--- src/rtl/fault_frame_tx.sv ---
// fault_frame_tx: serial fault-status transmitter from the inverter CPLD to the DSP.
// Latches six protection flags into sticky bits. Sends them as a UART-style frame
// (start, D0..D7 LSB first, [even parity], stop) on CPLD_Data, with CPLD2 as the
// frame strobe. A frame goes out periodically, and immediately on any new fault.
// Optional feature macro: FRAME_PARITY_EN adds an even parity bit (11-bit frames).
module fault_frame_tx #(
  parameter int BIT_DIV  = 50,
  parameter int GAP_BITS = 16
) (
  input  logic       CLK_50M,
  input  logic       Rst,
  input  logic [5:0] Fault_In,
  input  logic       Reset_D,
  output logic       CPLD_Data,
  output logic       CPLD2,
  output logic       Tx_Done
);

  localparam int DIV_W = (BIT_DIV > 1) ? $clog2(BIT_DIV) : 1;
  localparam int GAP_W = (GAP_BITS > 1) ? $clog2(GAP_BITS) : 1;
  localparam logic [DIV_W-1:0] DIV_LAST = DIV_W'(BIT_DIV - 1);
  localparam logic [GAP_W-1:0] GAP_LAST = GAP_W'(GAP_BITS - 1);

`ifdef FRAME_PARITY_EN
  typedef enum logic [2:0] {ST_GAP, ST_START, ST_DATA, ST_PARITY, ST_STOP} state_t;
`else
  typedef enum logic [2:0] {ST_GAP, ST_START, ST_DATA, ST_STOP} state_t;
`endif

  state_t           state;
  state_t           state_nxt;
  logic [5:0]       fault_p1;
  logic             reset_d_p1;
  logic             reset_d_p2;
  logic [5:0]       sticky;
  logic [5:0]       sticky_nxt;
  logic             clr_edge;
  logic             pending;
  logic             seq;
  logic             seq_nxt;
  logic [7:0]       frame_d;
  logic [DIV_W-1:0] div_cnt;
  logic [GAP_W-1:0] gap_cnt;
  logic [2:0]       bit_idx;
  logic             bit_end;
  logic             stop_end;
  logic             enter_start;

`ifdef FRAME_PARITY_EN
  function automatic logic even_parity(input logic [7:0] d);
    return ^d;
  endfunction
`endif

  // Input stage: register the asynchronous DSP/protection inputs once
  always_ff @(posedge CLK_50M) begin
    if (Rst) begin
      fault_p1   <= '0;
      reset_d_p1 <= 1'b0;
      reset_d_p2 <= 1'b0;
    end else begin
      fault_p1   <= Fault_In;
      reset_d_p1 <= Reset_D;
      reset_d_p2 <= reset_d_p1;
    end
  end

  // Derived strobes; a fault present during a clear keeps its sticky bit set
  always_comb begin
    clr_edge    = reset_d_p1 & ~reset_d_p2;
    sticky_nxt  = (clr_edge ? 6'b0 : sticky) | fault_p1;
    bit_end     = (div_cnt == DIV_LAST);
    stop_end    = (state == ST_STOP) && bit_end;
    seq_nxt     = seq ^ stop_end;
    enter_start = (state_nxt == ST_START) && (state != ST_START);
  end

  // Sticky flags, pending request and frame sequence toggle
  always_ff @(posedge CLK_50M) begin
    if (Rst) begin
      sticky  <= '0;
      pending <= 1'b0;
      seq     <= 1'b0;
    end else begin
      sticky  <= sticky_nxt;
      // a new sticky bit in the same cycle as a START must still request a frame
      pending <= (|(sticky_nxt & ~sticky)) | (pending & ~enter_start);
      seq     <= seq_nxt;
    end
  end

  // Frame snapshot, frozen for the whole frame; seq_nxt so back-to-back frames see the toggle
  always_ff @(posedge CLK_50M) begin
    if (enter_start) begin
      frame_d <= {seq_nxt, |fault_p1, sticky};
    end
  end

  // Bit-time divider, gap bit-time counter and data bit index
  always_ff @(posedge CLK_50M) begin
    if (Rst) begin
      div_cnt <= '0;
      gap_cnt <= '0;
      bit_idx <= '0;
    end else begin
      if (enter_start || bit_end) begin
        div_cnt <= '0;
      end else begin
        div_cnt <= div_cnt + 1'b1;
      end
      if ((state != ST_GAP) || (state_nxt != ST_GAP)) begin
        gap_cnt <= '0;
      end else if (bit_end) begin
        gap_cnt <= gap_cnt + 1'b1;
      end
      if (enter_start) begin
        bit_idx <= '0;
      end else if ((state == ST_DATA) && bit_end) begin
        bit_idx <= bit_idx + 1'b1;
      end
    end
  end

  // FSM state register
  always_ff @(posedge CLK_50M) begin
    if (Rst) begin
      state <= ST_GAP;
    end else begin
      state <= state_nxt;
    end
  end

  // FSM next-state logic
  always_comb begin
    state_nxt = state;
    case (state)
      ST_GAP: begin
        if (pending || (bit_end && (gap_cnt == GAP_LAST))) begin
          state_nxt = ST_START;
        end
      end
      ST_START: begin
        if (bit_end) begin
          state_nxt = ST_DATA;
        end
      end
      ST_DATA: begin
        if (bit_end && (bit_idx == 3'd7)) begin
`ifdef FRAME_PARITY_EN
          state_nxt = ST_PARITY;
`else
          state_nxt = ST_STOP;
`endif
        end
      end
`ifdef FRAME_PARITY_EN
      ST_PARITY: begin
        if (bit_end) begin
          state_nxt = ST_STOP;
        end
      end
`endif
      ST_STOP: begin
        if (bit_end) begin
          state_nxt = pending ? ST_START : ST_GAP;
        end
      end
      default: state_nxt = ST_GAP;
    endcase
  end

  // FSM outputs: line idles high, strobe covers start through stop
  always_comb begin
    CPLD_Data = 1'b1;
    CPLD2     = 1'b0;
    Tx_Done   = 1'b0;
    case (state)
      ST_START: begin
        CPLD_Data = 1'b0;
        CPLD2     = 1'b1;
      end
      ST_DATA: begin
        CPLD_Data = frame_d[bit_idx];
        CPLD2     = 1'b1;
      end
`ifdef FRAME_PARITY_EN
      ST_PARITY: begin
        CPLD_Data = even_parity(frame_d);
        CPLD2     = 1'b1;
      end
`endif
      ST_STOP: begin
        CPLD2   = 1'b1;
        Tx_Done = bit_end;
      end
      default: begin
        CPLD_Data = 1'b1;
        CPLD2     = 1'b0;
      end
    endcase
  end

endmodule

--- config.mk ---
export PLATFORM = sky130hd
export DESIGN_NAME = fault_frame_tx
export DESIGN_NICKNAME = d
export VERILOG_FILES = /design/src/rtl/fault_frame_tx.sv
export SDC_FILE = /design/constraint.sdc
export NUM_CORES = 1
export LEC_CHECK = 0
export ABC_AREA = 1
export ABC_CLOCK_PERIOD_IN_PS = 2400
export BUFFER_PORTS_ARGS = -buffer_cell sky130_fd_sc_hd__buf_4
export CORE_MARGIN = 5
export CORE_UTILIZATION = 35
export CTS_CLUSTER_DIAMETER = 50
export DETAILED_ROUTE_END_ITERATION = 16
export SYNTH_ARGS = -nofsm -noshare
export SYNTH_HDL_FRONTEND = slang
export SYNTH_SLANG_ARGS = --single-unit
export TNS_END_PERCENT = 10
--- constraint.sdc ---
create_clock -name CLK_50M -period 2.4 [get_ports CLK_50M]
set_input_delay 0.24 -clock CLK_50M [delete_from_list [all_inputs] [get_ports CLK_50M]]
set_output_delay 0.24 -clock CLK_50M [all_outputs]
set_load 0.02 [all_outputs]
Word level (Yosys, flattened, before mapping)
Index checks and enable logic that the tools add are counted.
{ "totals": {"regBits": 40, "inputBits": 9, "wordCells": 61} }
{ "classes": {"n_reduce_logical": 17, "add_sub_neg": 3, "order_cmp": 1, "n_eq_ne": 8, "n_mux": 12, "bitwise": 9} }
{ "ops": {"columns": ["op", "n"], "rows": [
  ["two-way mux 3 bit", 4],
  ["one-hot mux 3 bit (4 select lines)", 1],
  ["OR reduction 6 bit", 2],
  ["adder 6 x 1 -> 6 bit, second input constant", 1],
  ["AND 6 bit", 1],
  ["equality test 3 x 1 -> 1 bit, second input constant", 2],
  ["equality test 3 x 2 -> 1 bit, second input constant", 2],
  ["equality test 6 bit, second input constant", 1],
  ["two-way mux 6 bit", 1],
  ["NOT 6 bit", 1],
  ["OR 6 bit", 1],
  ["nonzero test 3 bit", 2],
  ["OR reduction 2 bit", 3],
  ["logical AND 1 bit", 5],
  ["adder 4 x 1 -> 4 bit, second input constant", 1],
  ["equality test 4 bit, second input constant", 1],
  ["< comparator 3 x 4 -> 1 bit, second input constant", 1],
  ["two-way mux 1 bit", 4],
  ["adder 3 x 1 -> 3 bit, second input constant", 1],
  ["binary-select mux 1 bit (select 3 bit)", 1],
  ["equality test 3 bit, second input constant", 1],
  ["logical NOT 3 bit", 1],
  ["logical OR 1 bit", 3],
  ["inequality test 3 x 1 -> 1 bit, second input constant", 1],
  ["6 further kinds", 8]
]} }

Longest topological paths before layout
{ "logic_depth": {"depth_word": 10, "mapped_depth": 12} }

Least setup slack after synthesis
OpenSTA, ideal clock, no wires.
{ "synth_path": {"path_kind": "register -> register", "from": "register div_cnt[0]", "to": "register frame_d[0] (enable)", "t_required_ps": 2076, "arrival_ps": 1408, "n_path_buf": 1, "path_slack_ps": 668, "path_stages_with_launch": 9, "setup_time_ps": 324, "cell_sequence": "dfxtp_1 > ha_1 > nand3_2 > nor2_4 > buf_12 > nand2_4 > a21oi_2 > nand2_4 > inv_1"} }
{ "synth_between": {"elab_chain_cells": 7, "word_cells_on_any_way": 11} }
{ "synth_lines": {"columns": ["item", "line", "rtl"], "rows": [
  ["start: declaration", "42", "logic [DIV_W-1:0] div_cnt;"],
  ["start signal: assignment", "109", "div_cnt <= div_cnt + 1'b1;"],
  ["equality test 6 bit (*)", "72", "bit_end = (div_cnt == DIV_LAST);"],
  ["logical AND 1 bit", "138", "if (pending || (bit_end && (gap_cnt == GAP_LAST))) begin"],
  ["logical OR 1 bit", "138", null],
  ["two-way mux 3 bit", "138", null],
  ["one-hot mux 3 bit (4 select lines) (*)", "136", "case (state)"],
  ["equality test 3 x 1 -> 1 bit (*)", "75", "enter_start = (state_nxt == ST_START) && (state != ST_START);"],
  ["logical AND 1 bit (*)", "75", null],
  ["named net enter_start", "47", "logic enter_start;"],
  ["end signal: assignment", "95", "frame_d <= {seq_nxt, |fault_p1, sticky};"],
  ["end: declaration", "41", "logic [7:0] frame_d;"]
]} }
Mark *: on every way through the listed nets, which the timed path passes. The rest lies on a longest branch.
A chain may end at the register's enable or synchronous reset.

Worst setup path after layout
{ "layout_path": {"from": "register div_cnt[0]", "to": "register frame_d[1] (enable)"} }
The elaborated chain is that of the path after synthesis.

==> impl_metrics.csv <==
group,metric,value,unit
status,status,"completed",
placement,gp_congestion,0.811,
global_routing,grt_max_degree,19,
timing,layout_min_cycle_time,1.97,ns
power,swShare,22.5,%
clock_tree,ctsResizeCount,0,
hold_path,min_path_type,"in2reg",
power,p_comb_share,7.4,%
timing,tns,0,ns
synthesis,syn_area,1760,um^2
power,pwr-share-clk,38.9,%
routing,drtIter0Drc,76,
synthesis,syn_inst,209,
clock_tree,clkTransAtPathRegs,0.07,ns
floorplan,rows,25,
timing,hold_violations,0,
timing,drv_slew,0,
timing,period_share,82.1,%
final_layout,insertedDiodeCount,0,
clock_tree,cts_made_buffers,5,
routing,dr.pass1.iters,4,
synthesis,synth_seq_cells,40,
power,static-leakage-power,0.857,nW
final_layout,drive_above_1_share,17.9,%
final_layout,nFillCells,516,
synthesis,ys_warn_count,0,
floorplan,initial_core_util,36.5,%
global_routing,grt_pass1_wl,4.92,mm
clock_tree,clock_latency,0.29,ns
routing,drtAntennaViolNets,0,
global_routing,grt_pass1_vias,1162,
power,vdd.ir_drop.worst,0.447,mV
clock_tree,cts_root_buf,"clkbuf_8",
floorplan,die_area,6550,um^2
timing,rsz0062_at_grt,"false",
power,p_per_area,688,nW/um^2
worst_setup_path,cp_max_fo,12,
worst_setup_path,worstPathRequired,2.37,ns
floorplan,die_w,80.9,um
clock_tree,cts_tree,"done",
floorplan,pin_count,12,
timing,setup_violations,0,
global_routing,grt_overflow_total,0,
routing,routedWlPerCell,9.60,um
placement,dpl.hpwl,2.05,mm
power,pwr-share-seq,53.8,%
routing,vias,1240,
worst_setup_path,crit_type,"reg2reg",
timing,fin_skew,0.00486,ns
routing,viasPerCell,4.26,
clock_tree,hold_buffers,0,
routing,totalWireLength,2.79,mm
clock_tree,postCtsSetupRepairBufs,0,
worst_setup_path,arrival,1.94,ns
final_layout,fin_util,41.7,%
final_layout,layout.nets,237,
clock_tree,h-tree-depth,2,
clock_tree,clock-sinks,40,
global_routing,grt_antenna_before_repair,0,
power,internal_power,0.00107,W
worst_setup_path,critical_path.endpoint_type,"flop",
worst_setup_path,setup.worst_path.start_class,"flop",
floorplan,core,4820,um^2
synthesis,syn_nets,223,
synthesis,synth_area_per_cell,8.42,um^2
clock_tree,cts_max_path_buffers,2,
timing,fmax,0.508,GHz
routing,drc,0,
placement,portBuffers,11,
synthesis,synth_cell_types,32,
synthesis,ys_seq_area_share,50.0,%
floorplan,die_h,80.9,um
global_routing,grt_usage,9.66,%
power,p_sw,0.000311,W
final_layout,area_growth,14.0,%
flow_run,drv_cap,0,
## power by group through the flow
stage | Combinational, W | Sequential, W | Clock, W
after global routing | 0.000116 | 0.000747 | 0.000580
after floorplan | 0.0000786 | 0.000752 | 0
after global placement | 0.000102 | 0.000757 | 0
after detailed placement | 0.000103 | 0.000757 | 0
after CTS | 0.000103 | 0.000742 | 0.000556
final | 0.000102 | 0.000742 | 0.000537
## routing by layer
layer | track usage (%) | vias to the layer above | wire, um
met5 | 0 | - | 0
met4 | 5.07 | 0 | 53
met3 | 2.77 | 5 | 123
met2 | 15.3 | 22 | 1280
met1 | 11.9 | 537 | 1340
li1 | - | 676 | -
## area by class of cell
type	count	area [um^2]	area share (%)
inverter	35	136	6.80
sequential	40	881	43.9
timing repair buffer	11	82.6	4.11
clock buffer	5	68.8	3.43
tap	67	83.8	4.18
clock inverter	3	42.5	2.12
multi-input combinational	130	712	35.5
## path summary, 6_finish.rpt
kind                                   from           to  cells after the start  slack, ns
worst max-delay path             div_cnt[0]   frame_d[1]                      9       0.43
worst min-delay path            Fault_In[3]  fault_p1[3]                      3       0.15
worst max register to register   div_cnt[0]   frame_d[1]                      9       0.43
worst min register to register   reset_d_p1   reset_d_p2                      2       0.43
## stage by stage
stage / cell area [um^2] / total power [W] / setup WS [ns] / cells / hold slack (ns)
floorplan: 1760 / 0.000830 / 0.668 / 209 / 0.347
global placement: 1900 / 0.000859 / 0.494 / 283 / 0.417
detailed placement: 1900 / 0.000860 / 0.436 / 283 / 0.424
CTS: 2010 / 0.00140 / 0.416 / 291 / 0.140
global route: 2010 / 0.00144 / 0.283 / 291 / 0.156
finish: 2010 / 0.00138 / 0.430 / 291 / 0.146
## registers in the layout (all words and copies together) (netlist names)
name / cells
frame_d: 8
state: 3
reset_d_p1: 1
seq: 1
sticky: 6
pending: 1
reset_d_p2: 1
gap_cnt: 4
bit_idx: 3
fault_p1: 6
div_cnt: 6
## cells in the mapped netlist
| cell type | n | area, um^2 |
|---|---|---|
| nor2_4 | 1 | 11.3 |
| nor3_1 | 1 | 5.00 |
| nor2_2 | 7 | 43.8 |
| nand3_2 | 1 | 10.0 |
| dfxtp_1 | 32 | 641 |
| buf_12 | 1 | 20.0 |
| clkbuf_1 | 3 | 11.3 |
| nand3_1 | 10 | 50.1 |
| inv_6 | 1 | 8.76 |
| nor2_1 | 35 | 131 |
| nand3_4 | 1 | 17.5 |
| conb_1 | 1 | 3.75 |
| nand2_4 | 2 | 22.5 |
| o21ai_0 | 10 | 50.1 |
| o22ai_1 | 1 | 6.26 |
| a21oi_2 | 1 | 8.76 |
| xor2_1 | 5 | 43.8 |
| nor4_1 | 1 | 6.26 |
| nand4_1 | 1 | 6.26 |
| and3_2 | 1 | 7.51 |
| nand2_2 | 4 | 25.0 |
| ha_1 | 5 | 62.6 |
| and3_1 | 1 | 6.26 |
| or2_2 | 1 | 6.26 |
| mux2i_1 | 1 | 10.0 |
| o31ai_1 | 1 | 7.51 |
| xnor2_1 | 4 | 35.0 |
| a21oi_1 | 6 | 30.0 |
| nand2_1 | 28 | 105 |
| inv_2 | 2 | 7.51 |
| inv_1 | 32 | 120 |
| edfxtp_1 | 8 | 240 |
## kinds of logic (layout without fill, tap and decap cells)
| family | count (synthesis) | count (layout) | synth area share (%) |
|---|---|---|---|
| AOI/OAI and AO/OA | 19 | 19 | 5.83 |
| xor gates and xnor gates | 9 | 9 | 4.48 |
| adders and majority gates | 5 | 5 | 3.55 |
| buffers and inverters | 39 | 54 | 9.52 |
| DFF | 40 | 40 | 50.0 |
| muxes | 1 | 1 | 0.569 |
| other | 1 | 1 | 0.213 |
| and+or+nand+nor | 95 | 95 | 25.8 |
## cells in the final DEF (no fill, tap or decap)
cell type | synthesis | final
a21oi_1 | 6 | 6
a21oi_2 | 1 | 1
and3_1 | 1 | 1
and3_2 | 1 | 1
buf_4 | 0 | 11
bufinv_16 | 0 | 1
clkbuf_8 | 0 | 5
clkinv_1 | 0 | 1
clkinv_4 | 0 | 1
conb_1 | 1 | 1
dfxtp_1 | 32 | 32
edfxtp_1 | 8 | 8
ha_1 | 5 | 5
inv_1 | 32 | 32
inv_2 | 2 | 2
inv_6 | 1 | 1
mux2i_1 | 1 | 1
nand2_1 | 28 | 28
nand2_2 | 4 | 4
nand2_4 | 2 | 2
nand3_1 | 10 | 10
nand3_2 | 1 | 1
nand3_4 | 1 | 1
nand4_1 | 1 | 1
nor2_1 | 35 | 35
nor2_2 | 7 | 7
nor2_4 | 1 | 1
nor3_1 | 1 | 1
nor4_1 | 1 | 1
o21ai_0 | 10 | 10
o22ai_1 | 1 | 1
o31ai_1 | 1 | 1
or2_2 | 1 | 1
xnor2_1 | 4 | 4
xor2_1 | 5 | 5
## critical path, stage by stage (launching register included)
cell	delay, ns
dfxtp_1	0.41
ha_1	0.21
nand3_2	0.09
nor2_4	0.32
nand3_1	0.12
nand2_1	0.09
inv_1	0.05
nand2_2	0.08
nand2_4	0.07
inv_1	0.22
No activity file was read; power rests on OpenSTA's default activity.
